`config.mk`:
```
export PLATFORM = sky130hd
export DESIGN_NAME = display_scan_ctrl
export DESIGN_NICKNAME = d
export VERILOG_FILES = /design/src/rtl/scoreboard_pkg.sv /design/src/rtl/scan_slot_timer.sv /design/src/rtl/display_scan_ctrl.sv
export SDC_FILE = /design/constraint.sdc
export NUM_CORES = 1
export LEC_CHECK = 0
export BUFFER_PORTS_ARGS = -buffer_cell sky130_fd_sc_hd__buf_2
export CAP_MARGIN = 10
export CORE_UTILIZATION = 33
export CTS_BUF_LIST = sky130_fd_sc_hd__clkbuf_8
export DETAILED_ROUTE_END_ITERATION = 7
export PLACE_DENSITY_LB_ADDON = 0.15
export SYNTH_ARGS = -nofsm -noshare
export SYNTH_HDL_FRONTEND = slang
export SYNTH_HIERARCHICAL = 1
export SYNTH_SLANG_ARGS = --single-unit
```
`constraint.sdc`:
```
create_clock -name clk_scan -period 4.8 [get_ports clk_scan]
set_input_delay 0.24 -clock clk_scan [delete_from_list [all_inputs] [get_ports clk_scan]]
set_output_delay 0.24 -clock clk_scan [all_outputs]
set_load 0.01 [all_outputs]
```
`src/rtl/scoreboard_pkg.sv`:
```
// Shared constants and types for the multiplexed display scanner: digit
// select codes, the all-off anode pattern and the scan FSM state type.
package scoreboard_pkg;

  localparam logic [1:0] SEL_SEC     = 2'b01;
  localparam logic [1:0] SEL_TEN_SEC = 2'b10;
  localparam logic [1:0] SEL_MIN     = 2'b11;
  localparam logic [1:0] SEL_NULL    = 2'b00;

  localparam logic [3:0] ANODE_OFF = 4'b1111;

  localparam int TIMER_W = 16;

  typedef enum logic [1:0] {
    ST_IDLE  = 2'd0,
    ST_BLANK = 2'd1,
    ST_SHOW  = 2'd2
  } scan_state_e;

  function automatic logic [1:0] slot_sel(input logic [1:0] slot);
    logic [1:0] code;
    case (slot)
      2'd0:    code = SEL_SEC;
      2'd1:    code = SEL_TEN_SEC;
      2'd2:    code = SEL_MIN;
      default: code = SEL_NULL;
    endcase
    return code;
  endfunction

  // Active-low one-hot: only the slot's own anode bit is pulled to 0.
  function automatic logic [3:0] slot_anode(input logic [1:0] slot);
    return ~(4'b0001 << slot);
  endfunction

endpackage

```
`src/rtl/scan_slot_timer.sv`:
```
// Loadable down-counter that times the BLANK and SHOW intervals; it parks
// at zero rather than wrapping.
module scan_slot_timer
  import scoreboard_pkg::*;
(
  input  logic               clk_i,
  input  logic               rst_i,
  input  logic               clr_i,
  input  logic               load_i,
  input  logic [TIMER_W-1:0] load_val_i,
  input  logic               dec_i,
  output logic [TIMER_W-1:0] count_o,
  output logic               zero_o
);

  logic [TIMER_W-1:0] cnt_q;

  always_ff @(posedge clk_i) begin
    if (rst_i || clr_i) begin
      cnt_q <= '0;
    end else if (load_i) begin
      cnt_q <= load_val_i;
    end else if (dec_i && (cnt_q != '0)) begin
      cnt_q <= cnt_q - {{(TIMER_W-1){1'b0}}, 1'b1};
    end
  end

  assign count_o = cnt_q;
  assign zero_o  = (cnt_q == '0);

endmodule

```
`src/rtl/display_scan_ctrl.sv`:
```
// Time-multiplexed 4-digit display scanner: cycles slots with a blanking
// gap after every select change so the registered digit mux can settle.
module display_scan_ctrl
  import scoreboard_pkg::*;
#(
  parameter int SHOW_CYCLES  = 1000,
  parameter int BLANK_CYCLES = 2
) (
  input  logic       clk_scan,
  input  logic       rst_scan,
  input  logic       enable_in,
  input  logic       skip_null_in,
  output logic [1:0] sel_out,
  output logic [3:0] anode_out,
  output logic       frame_done_out
);

  localparam logic [TIMER_W-1:0] SHOW_LOAD  = TIMER_W'(SHOW_CYCLES - 1);
  localparam logic [TIMER_W-1:0] BLANK_LOAD = TIMER_W'(BLANK_CYCLES - 1);
  localparam logic               SHOW_ONE   = (SHOW_CYCLES == 1);

  scan_state_e state_q, state_d;
  logic [1:0]  slot_q, slot_d;
  logic        skip_q, skip_d;
  logic [1:0]  sel_q, sel_d;
  logic [3:0]  anode_q, anode_d;
  logic        done_q, done_d;

  logic               tmr_clr, tmr_load, tmr_dec, tmr_zero;
  logic [TIMER_W-1:0] tmr_load_val, tmr_count;

  logic       last_slot;
  logic [1:0] next_slot;

  scan_slot_timer u_timer (
    .clk_i      (clk_scan),
    .rst_i      (rst_scan),
    .clr_i      (tmr_clr),
    .load_i     (tmr_load),
    .load_val_i (tmr_load_val),
    .dec_i      (tmr_dec),
    .count_o    (tmr_count),
    .zero_o     (tmr_zero)
  );

  // The frame's closing slot depends on the skip flag latched at slot 0.
  assign last_slot = (slot_q == 2'd3) || ((slot_q == 2'd2) && skip_q);
  assign next_slot = last_slot ? 2'd0 : 2'(slot_q + 2'd1);

  always_ff @(posedge clk_scan) begin
    if (rst_scan) begin
      state_q <= ST_IDLE;
      slot_q  <= 2'd0;
      skip_q  <= 1'b0;
      sel_q   <= SEL_NULL;
      anode_q <= ANODE_OFF;
      done_q  <= 1'b0;
    end else begin
      state_q <= state_d;
      slot_q  <= slot_d;
      skip_q  <= skip_d;
      sel_q   <= sel_d;
      anode_q <= anode_d;
      done_q  <= done_d;
    end
  end

  always_comb begin
    state_d      = state_q;
    slot_d       = slot_q;
    skip_d       = skip_q;
    sel_d        = sel_q;
    anode_d      = anode_q;
    done_d       = 1'b0;
    tmr_clr      = 1'b0;
    tmr_load     = 1'b0;
    tmr_load_val = BLANK_LOAD;
    tmr_dec      = 1'b0;

    if (!enable_in) begin
      state_d = ST_IDLE;
      slot_d  = 2'd0;
      sel_d   = SEL_NULL;
      anode_d = ANODE_OFF;
      tmr_clr = 1'b1;
    end else begin
      case (state_q)
        ST_IDLE: begin
          state_d      = ST_BLANK;
          slot_d       = 2'd0;
          skip_d       = skip_null_in;
          sel_d        = slot_sel(2'd0);
          anode_d      = ANODE_OFF;
          tmr_load     = 1'b1;
          tmr_load_val = BLANK_LOAD;
        end
        ST_BLANK: begin
          anode_d = ANODE_OFF;
          if (tmr_zero) begin
            state_d      = ST_SHOW;
            anode_d      = slot_anode(slot_q);
            tmr_load     = 1'b1;
            tmr_load_val = SHOW_LOAD;
            // A one-cycle SHOW makes its only cycle the frame's final one.
            done_d       = last_slot && SHOW_ONE;
          end else begin
            tmr_dec = 1'b1;
          end
        end
        ST_SHOW: begin
          if (tmr_zero) begin
            state_d      = ST_BLANK;
            slot_d       = next_slot;
            sel_d        = slot_sel(next_slot);
            anode_d      = ANODE_OFF;
            tmr_load     = 1'b1;
            tmr_load_val = BLANK_LOAD;
            if (last_slot) begin
              skip_d = skip_null_in;
            end
          end else begin
            tmr_dec = 1'b1;
            done_d  = last_slot && (tmr_count == TIMER_W'(1));
          end
        end
        default: begin
          state_d = ST_IDLE;
          slot_d  = 2'd0;
          sel_d   = SEL_NULL;
          anode_d = ANODE_OFF;
          tmr_clr = 1'b1;
        end
      endcase
    end
  end

  assign sel_out        = sel_q;
  assign anode_out      = anode_q;
  assign frame_done_out = done_q;

endmodule
```
After elaboration in Yosys (flattened, before gate mapping):

Index checks and enable logic that the tools add are counted.

* register bits: 28
* input bits: 4
* logic and storage cells: 70

* add/subtract/negate cells: 2
* equal/unequal tests: 10
* shift-type cells: 1
* muxes and demuxes: 28
* bitwise logic cells: 4
* reduce and logical (&&, ||, !) cells: 18

Operator list (count)
* $mux 16: 2
* $mux 10: 3
* $pmux 2 s3: 3
* $eq 16x1->1 const B: 1
* $logic_not 16->1: 1
* $reduce_bool 16->1: 1
* $sub 16x1->16 const B: 1
* $mux 2: 5
* $mux 1: 9
* $eq 2x2->1 const B: 4
* $mux 4: 2
* $pmux 4 s2: 1
* $ne 2x2->1 const B: 3
* $eq 2x1->1 const B: 2
* $logic_not 2->1: 2
* $not 4->4: 1
* $pmux 1 s2: 2
* $pmux 2 s2: 1
* $reduce_and 2->1: 2
* $reduce_and 4->1: 1
* $reduce_bool 2->1: 2
* $reduce_or 2->1: 2
* $reduce_or 4->1: 1
* $shl 1x2->4 const A: 1
* 5 further kinds: 10

Depth between registers and ports, before layout:

Gate-level depths: netlist of run 1.

* depth after elaboration: 8
* gate-level depth with buffers: 14
* mapped depth without buffers: 11

Modules after synthesis:

The synthesis of run 1 kept the hierarchy.

Modules (own cells, without submodules)
* scan_slot_timer: instances 1, cells an instance 135, area each 1071.0 um2
* display_scan_ctrl: instances 1, cells an instance 86, area each 720.7 um2

Least setup slack after synthesis of run 1:

Ideal clock, no wire load.

* kind: flip-flop to flip-flop
* from: register u_timer.cnt_q[1], in the netlist u_timer/count_o[1]
* to: register u_timer.cnt_q[1], in the netlist u_timer/count_o[1]
* arrival: 2735 ps
* required time: 4678 ps
* path slack: 1943 ps
* stages on the path, launching flop included: 14
* period minus slack after synthesis: 2857 ps
* path through: dfxtp_1 inv_1 ha_1 nor3b_1 nand2_1 nor2_1 buf_2 a21oi_1 nor2_1 clkbuf_1 clkbuf_1 o21ai_0 a211o_1 o311a_1

* elaborated cells between the ends (all ways): 16

RTL lines
* from (decl): line scan_slot_timer.sv:16 `logic [TIMER_W-1:0] cnt_q;`
* from (signal assigned): line scan_slot_timer.sv:22 `cnt_q <= load_val_i;`
* from (signal assigned): line scan_slot_timer.sv:24 `cnt_q <= cnt_q - {{(TIMER_W-1){1'b0}}, 1'b1};`
* $logic_not 16->1 *: line scan_slot_timer.sv:29 `assign zero_o = (cnt_q == '0);`
* net tmr_zero: line display_scan_ctrl.sv:29 `logic tmr_clr, tmr_load, tmr_dec, tmr_zero;`
* $mux 1 *: line display_scan_ctrl.sv:99, display_scan_ctrl.sv:111
* $pmux 1 s2 *: line display_scan_ctrl.sv:87 `case (state_q)`
* $mux 1 *: line display_scan_ctrl.sv:80 `if (!enable_in) begin`
* net tmr_load: line display_scan_ctrl.sv:29
* $mux 16 / $reduce_bool 2->1 (equally long branches)

The timed path passes the listed nets; every way through them passes the cells marked *. The select of a mux whose other input is x is not followed.
A chain may end at the register's enable or synchronous reset.

Worst setup path after layout of run 1:

* from: register u_timer.cnt_q[1], in the netlist u_timer/count_o[1]
* to: register u_timer.cnt_q[8], in the netlist u_timer/count_o[8]

Same word-level chain as after synthesis.

==> results of run 1 <==
[state kept, by name, summed over array words and instances (netlist names)]
signal and flops:
skip_q 1, sel_out 2, slot_q 2, frame_done_out 1, u_timer/count_o 16, anode_out 4
state_q 2
[cell usage in the layout, fill, tap and decap left out, drive strengths merged, types with 7 or more instances in the layout]
master,synthesis,final
nor2,22,22
conb,2,9
nand2,19,19
inv,10,10
buf,3,12
dfxtp,28,28
nand4,10,10
o21ai,13,13
nand2b,8,8
ha,10,10
a21oi,16,16
a32o,7,7
[worst max path at each step]
stage                                  endpoint  slack, ns  cells after the start
2_1_floorplan   u_timer/count_o[1]$_SDFFE_PP0P_       1.94                     13
3_3_place_gp   u_timer/count_o[13]$_SDFFE_PP0P_       1.49                     13
6_report        u_timer/count_o[8]$_SDFFE_PP0P_       1.30                     13
4_1_cts         u_timer/count_o[6]$_SDFFE_PP0P_       1.34                     13
5_1_grt         u_timer/count_o[8]$_SDFFE_PP0P_       0.84                     13
3_5_place_dp    u_timer/count_o[8]$_SDFFE_PP0P_       1.38                     13
[synthesized netlist by cell type, drive strengths merged, types with 2 or more instances]
| master | n |
|---|---|
| o311a | 2 |
| a21oi | 16 |
| clkbuf | 5 |
| nor4b | 2 |
| mux2i | 4 |
| nand4 | 10 |
| dfxtp | 28 |
| a31oi | 5 |
| nand2b | 8 |
| nand3 | 6 |
| o41ai | 2 |
| nor4 | 5 |
| conb | 2 |
| o21ai | 13 |
| a21boi | 2 |
| nor3 | 6 |
| nand2 | 19 |
| inv | 10 |
| a32o | 7 |
| nor2 | 22 |
| and3 | 3 |
| buf | 3 |
| a21o | 2 |
| o211ai | 2 |
| or4 | 4 |
| ha | 10 |
| or3 | 4 |
[area by class of cell]
cell class / count / share of cell area (%)
timing repair buffer: 12 / 3.240
clock buffer: 3 / 2.056
tap: 70 / 4.361
multi-input combinational: 182 / 59.07
clock inverter: 1 / 1.495
inverter: 10 / 1.869
sequential: 28 / 27.91
[power groups by stage]
| stage | logic [mW] | clock network (mW) | registers, mW |
|---|---|---|---|
| 5_1_grt | 0.207 | 0.206 | 0.263 |
| 6_report | 0.186 | 0.192 | 0.261 |
| 3_5_place_dp | 0.183 | 0 | 0.266 |
| 2_1_floorplan | 0.144 | 0 | 0.262 |
| 4_1_cts | 0.183 | 0.198 | 0.261 |
| 3_3_place_gp | 0.187 | 0 | 0.267 |
[per-layer routing]
layer	track usage, %	share of wire, %	wire length (um)	vias to the layer above
met2	28.08	46	2050	32
met4	4.733	1.4	64	0
li1	-	-	-	852
met5	0	0	0	-
met1	23.03	49	2183	752
met3	3.571	3.4	153	6
[through the flow]
step	setup WS [ns]	instance area, um^2	std cells	util (%)	power (mW)
3_3_place_gp	1.486	1937	302	37.45	0.4538
4_1_cts	1.339	2008	306	38.82	0.6422
6_report	1.304	2008	306	38.82	0.6385
2_1_floorplan	1.943	1818	228	-	0.4058
5_1_grt	0.8410	2008	306	38.82	0.6770
3_5_place_dp	1.377	1937	302	37.45	0.4486
[critical path, stage by stage, from the launching register on]
cell,delay [ns]
sky130_fd_sc_hd__dfxtp_1,0.39
sky130_fd_sc_hd__inv_1,0.08
sky130_fd_sc_hd__ha_1,0.18
sky130_fd_sc_hd__nor3b_1,0.46
sky130_fd_sc_hd__nand2_1,0.32
sky130_fd_sc_hd__nor2_1,0.16
sky130_fd_sc_hd__buf_4,0.21
sky130_fd_sc_hd__a21oi_1,0.08
sky130_fd_sc_hd__nor2_1,0.46
sky130_fd_sc_hd__buf_4,0.31
sky130_fd_sc_hd__nor2_1,0.08
sky130_fd_sc_hd__nor2_1,0.15
sky130_fd_sc_hd__a21boi_0,0.37
sky130_fd_sc_hd__a32o_1,0.18
[cell families after synthesis]
kind of cell / share of synthesized area, %
multiplexers: 2.235
AO/OA/AOI/OAI: 24.37
adder cells (fa/ha/maj): 6.983
XOR/XNOR: 0.9778
buffers and inverters: 3.980
other: 0.4192
flip-flops: 31.29
AND/OR/NAND/NOR: 29.75
==> impl_metrics.py, run 1 <==
metrics = {
    "sta": {
        "maxClockFrequency_ghz": 0.2860,
        "worst_clock_skew_ns": 0.003924,
        "setup_tns_ns": 0,
        "period_minus_slack_ns": 3.496,
        "hold-worst-slack_ns": 0.1818,
        "hold_violations": 0,
        "setup_viol": 0,
        "relSlewSlack_pct": 53.83,
        "timing_worst_slew_pin_value_ns": 0.6900,
        "maxSlewViolCount": 0,
        "min_period_over_period_pct": 72.84,
        "rsz0062_at_grt": "no",
    },
    "synth": {
        "yosysWarningCount": 6,
        "netlist_top_cells_area": "sky130_fd_sc_hd__dfxtp_1, sky130_fd_sc_hd__ha_1, sky130_fd_sc_hd__nor2_1, sky130_fd_sc_hd__a21oi_1, sky130_fd_sc_hd__nand2_1",
        "yosys_most_used_dff": "sky130_fd_sc_hd__dfxtp_1",
        "syn_inst": 221,
        "synth_enable_flop_cells": 0,
        "ys_ff_latch": 28,
        "mapped_area_mm2": 0.001792,
        "async_reset_ff_share_pct": 0,
        "post-synth-top-area-fraction_pct": 31.28,
        "netlist.top_cell.by_area": "sky130_fd_sc_hd__dfxtp_1",
        "sequential_share_of_the_synthesized_area_pct": 31.28,
        "post_synth.cell_area_avg_um2": 8.107,
        "synth_cell_types": 50,
    },
    "setup_path": {
        "path_max_fanout": 17,
        "reg2reg_setup_slack_ns": 1.30,
        "critical_path.reg2reg.startpoint": "u_timer/count_o[1]$_SDFFE_PP0P_",
        "critPathRequiredTime_ns": 5.03,
        "critical_path_class": "flip-flop to flip-flop",
        "startpoint_type_of_the_worst_setup_path": "flip-flop",
        "critPathCaptureType": "flip-flop",
        "r2r-end": "u_timer/count_o[8]$_SDFFE_PP0P_",
        "crit_start": "u_timer/count_o[1]$_SDFFE_PP0P_",
        "timing.reg2reg.worst_path_depth": 13,
        "crit_arrival_ns": 3.72,
    },
    "global_route": {
        "grt_antenna_before_repair": 0,
        "wire_length_of_the_first_global_routing_pass_um": 7369,
        "grt_overflow": 0,
        "grt_max_degree": 18,
        "grt_use_total_pct": 17.20,
        "grt_pass1_vias": 1461,
    },
    "min_path": {
        "worstHoldStart": "rst_scan",
        "timing.hold.worst.class": "primary input to flip-flop",
        "min_to": "skip_q$_SDFFE_PP0P_",
        "hold_depth": 2,
    },
    "pwr": {
        "netSwitchingFraction_pct": 33.82,
        "power.share.clock_pct": 30.1,
        "share_seq_of_total_power_pct": 40.9,
        "pwr-share-comb_pct": 29.1,
        "vdd_drop_max_v": 0.0001958,
        "internal_power_mw": 0.4226,
        "p_per_area_mw_per_mm2": 318.0,
        "p_leak_nw": 0.7655,
        "power.net_switching_mw": 0.2159,
    },
    "finish": {
        "layout.area.seq_um2": 560.5,
        "insertedDiodeCount": 0,
        "fin_nets": 251,
        "fillers": 556,
        "area_growth_syn_to_layout_pct": 12.08,
        "multi_input_area_mm2": 0.001186,
        "share_of_final_layout_standard_cells_stronger_than_drive_strength_1_pct": 11.44,
    },
    "clock_network": {
        "cts-root-buf": "sky130_fd_sc_hd__clkbuf_8",
        "postCtsSetupRepairBufs": 0,
        "cts_inserted_buffers": 3,
        "clk_transition_reported_paths_ns": 0.10,
        "cts.sink_count": 28,
        "cts_resized": 0,
        "tritoncts": "yes",
        "ctsHoldBuffers": 0,
        "clkLatencyLatePin_ns": 0.28,
        "h-tree-depth": 1,
        "max-clock-path-buffers": 2,
    },
    "placement": {
        "numPortBuffers": 10,
        "place_congestion": 0.8263,
        "hpwl_um": 3274,
    },
    "route": {
        "drc_violations": 0,
        "final_antenna_net_count": 0,
        "wl_um": 4451,
        "drtPass1Iterations": 4,
        "routed-via-count": 1642,
        "post_drt_wl_per_cell_um": 14.55,
        "detailedRoute.firstIterationViolations": 78,
        "avgViaCountPerCell": 5.366,
    },
    "floorplan": {
        "die_ht_um": 75.69,
        "design.portCount": 11,
        "rows": 26,
        "die_width_um": 75.69,
        "placeableCoreArea_mm2": 0.005172,
        "initial_utilization_pct": 34.64,
        "dieArea_mm2": 0.005728,
    },
    "job": {
        "max_cap_viol_count": 0,
    },
    "run_status": {
        "result_of_the_run": "completed",
    },
}
Note: power is estimated with default switching activity, not from simulation.
==> inputs of run 2 (changes only) <==
==> constraint.sdc (replaced) <==
create_clock -name clk_scan -period 3.4 [get_ports clk_scan]
set_input_delay 0.17 -clock clk_scan [delete_from_list [all_inputs] [get_ports clk_scan]]
set_output_delay 0.17 -clock clk_scan [all_outputs]
set_load 0.01 [all_outputs]
==> run 2 against run 1 <==
Effect of this change:
- count of clock-buffer cells in the layout is the same
- largest power group unchanged
- sequential power grew 41%
- first-iteration DRC count grew 36%
- final area grew 1.1%
- maximum frequency grew 21%
- clock power grew 40%
- power grew 43%
- critical endpoint is now u_timer/count_o[13]$_SDFFE_PP0P_
- wire length grew 1.1%
- global-route usage grew 1.0 points
- register-to-register slack lost 0.79 ns
- largest cell class unchanged
- critical path depth shrank 2
==> impl_metrics.py, run 2 (synthesis gave the netlist of run 1 again) <==
metrics = {
    "route": {
        "wl_um": 4501,
        "drtPass1Iterations": 5,
        "final_antenna_net_count": 0,
        "routed-via-count": 1689,
        "avgViaCountPerCell": 5.466,
        "detailedRoute.firstIterationViolations": 106,
        "drc_violations": 0,
        "post_drt_wl_per_cell_um": 14.57,
    },
    "clock_network": {
        "tritoncts": "yes",
        "cts.sink_count": 28,
        "clk_transition_reported_paths_ns": 0.11,
        "clkLatencyLatePin_ns": 0.28,
        "cts-root-buf": "sky130_fd_sc_hd__clkbuf_8",
        "ctsHoldBuffers": 0,
        "h-tree-depth": 1,
        "max-clock-path-buffers": 2,
        "cts_inserted_buffers": 3,
        "cts_resized": 0,
        "postCtsSetupRepairBufs": 0,
    },
    "global_route": {
        "grt_max_degree": 20,
        "grt_pass1_vias": 1568,
        "grt_use_total_pct": 18.20,
        "grt_overflow": 0,
        "grt_antenna_before_repair": 0,
        "wire_length_of_the_first_global_routing_pass_um": 7879,
    },
    "sta": {
        "relSlewSlack_pct": 50.60,
        "hold-worst-slack_ns": 0.09914,
        "maxSlewViolCount": 0,
        "hold_violations": 0,
        "setup_ws_ns": 0.5132,
        "maxClockFrequency_ghz": 0.3464,
        "setup_tns_ns": 0,
        "worst_clock_skew_ns": 0.01066,
        "period_minus_slack_ns": 2.887,
        "setup_viol": 0,
        "timing_worst_slew_pin_value_ns": 0.7383,
        "rsz0062_at_grt": "no",
        "min_period_over_period_pct": 84.90,
    },
    "pwr": {
        "netSwitchingFraction_pct": 33.68,
        "p_leak_nw": 0.7798,
        "power.net_switching_mw": 0.3073,
        "p_per_area_mw_per_mm2": 449.3,
        "power.share.clock_pct": 29.4,
        "share_seq_of_total_power_pct": 40.3,
        "internal_power_mw": 0.6050,
        "pwr-share-comb_pct": 30.3,
        "vdd_drop_max_v": 0.0003199,
        "fin_total_pwr_mw": 0.9123,
    },
    "setup_path": {
        "startpoint_type_of_the_worst_setup_path": "flip-flop",
        "critPathRequiredTime_ns": 3.62,
        "crit_arrival_ns": 3.11,
        "crit_top_cell": "sky130_fd_sc_hd__nor2_1",
        "critPathCaptureType": "flip-flop",
        "worst_setup_path_endpoint": "u_timer/count_o[13]$_SDFFE_PP0P_",
        "timing.reg2reg.worst_path_depth": 11,
        "r2r-end": "u_timer/count_o[13]$_SDFFE_PP0P_",
        "path_max_fanout": 19,
        "critical_path_class": "flip-flop to flip-flop",
        "crit_start": "u_timer/count_o[1]$_SDFFE_PP0P_",
        "cp_slowest_cell": "sky130_fd_sc_hd__nor3b_1",
        "critical_path.cell_chain": "inv_1 > ha_1 > nor3b_1 > nand2_1 > nor2_1 > a21oi_1 > nor2_1 > buf_4 > nor3_1 > a21boi_0 > a32o_1",
        "reg2reg_setup_slack_ns": 0.51,
        "slowest_stage_delay_on_critical_path_ns": 0.52,
        "critical_path.reg2reg.startpoint": "u_timer/count_o[1]$_SDFFE_PP0P_",
    },
    "floorplan": {
        "die_ht_um": 75.69,
        "die_width_um": 75.69,
        "initial_utilization_pct": 34.64,
        "rows": 26,
        "placeableCoreArea_mm2": 0.005172,
        "design.portCount": 11,
        "dieArea_mm2": 0.005728,
    },
    "finish": {
        "fillers": 515,
        "fin_cells": 309,
        "fin_nets": 254,
        "share_of_final_layout_standard_cells_stronger_than_drive_strength_1_pct": 12.55,
        "layout.cells.most_common_list": "sky130_fd_sc_hd__dfxtp_1, sky130_fd_sc_hd__nor2_1, sky130_fd_sc_hd__nand2_1",
        "area_growth_syn_to_layout_pct": 13.34,
        "largest_register_ffs": 16,
        "leading_cell_type_in_the_layout_fill_and_taps_excluded": "sky130_fd_sc_hd__dfxtp_1",
        "insertedDiodeCount": 0,
    },
    "placement": {
        "dp_worst_setup_slack_ns": 0.5996,
        "numPortBuffers": 10,
        "place_inst": 305,
        "hpwl_um": 3338,
        "place_congestion": 0.8254,
    },
    "run_status": {
        "result_of_the_run": "completed",
    },
    "min_path": {
        "timing.hold.worst.class": "primary input to flip-flop",
    },
    "job": {
        "max_cap_viol_count": 0,
    },
}
==> run 2: changes by cell type in the layout (fill, tap and decap cells not counted), sizes merged <==
cell | before | now
buf | 12 | 15
==> run 2: final cells by class <==
type                            instances  area (um^2)  share of cell area (%)
Clock buffer                            3        41.29                   2.033
Sequential cell                        28        560.5                   27.60
Multi-Input combinational cell        182         1186                   58.41
Tap cell                               70        87.58                   4.313
Timing Repair Buffer                   15        87.58                   4.313
Inverter                               10        37.54                   1.848
Clock inverter                          1        30.03                   1.479
==> run 2: metal layers <==
metal | track usage (%) | wire length [um] | vias to the layer above
met5 | 0 | 0 | -
met4 | 3.704 | 54 | 0
met3 | 3.307 | 234 | 6
met2 | 28.67 | 2080 | 47
met1 | 26.05 | 2133 | 782
li1 | - | - | 854
==> run 2: critical path: cells and delay by family (launching register included) <==
family                   cells  cell delay (ns)
buffers and inverters        2             0.36
AO/OA/AOI/OAI                3             0.66
flip-flops                   1             0.39
adder cells (fa/ha/maj)      1             0.17
AND/OR/NAND/NOR              5             1.24
==> run 2: power by group through the flow <==
stage | clock [mW] | combinational [mW] | sequential (mW)
6_report | 0.268 | 0.276 | 0.368
5_1_grt | 0.290 | 0.307 | 0.372
4_1_cts | 0.280 | 0.273 | 0.368
3_5_place_dp | 0 | 0.272 | 0.376
3_3_place_gp | 0 | 0.277 | 0.376
2_1_floorplan | 0 | 0.203 | 0.369
==> run 2: stage by stage <==
stage	utilization, %	cell area (um^2)
2_1_floorplan	-	1818
3_3_place_gp	37.88	1959
3_5_place_dp	37.88	1959
4_1_cts	39.26	2031
5_1_grt	39.26	2031
6_report	39.26	2031
==> run 2: worst min path at each step <==
| stage | from | end | depth (start not counted) |
|---|---|---|---|
| 6_report | rst_scan | skip_q$_SDFFE_PP0P_ | 2 |
| 3_3_place_gp | rst_scan | skip_q$_SDFFE_PP0P_ | 2 |
| 2_1_floorplan | rst_scan | skip_q$_SDFFE_PP0P_ | 1 |
| 4_1_cts | rst_scan | skip_q$_SDFFE_PP0P_ | 2 |
| 3_5_place_dp | rst_scan | skip_q$_SDFFE_PP0P_ | 2 |
| 5_1_grt | rst_scan | skip_q$_SDFFE_PP0P_ | 2 |
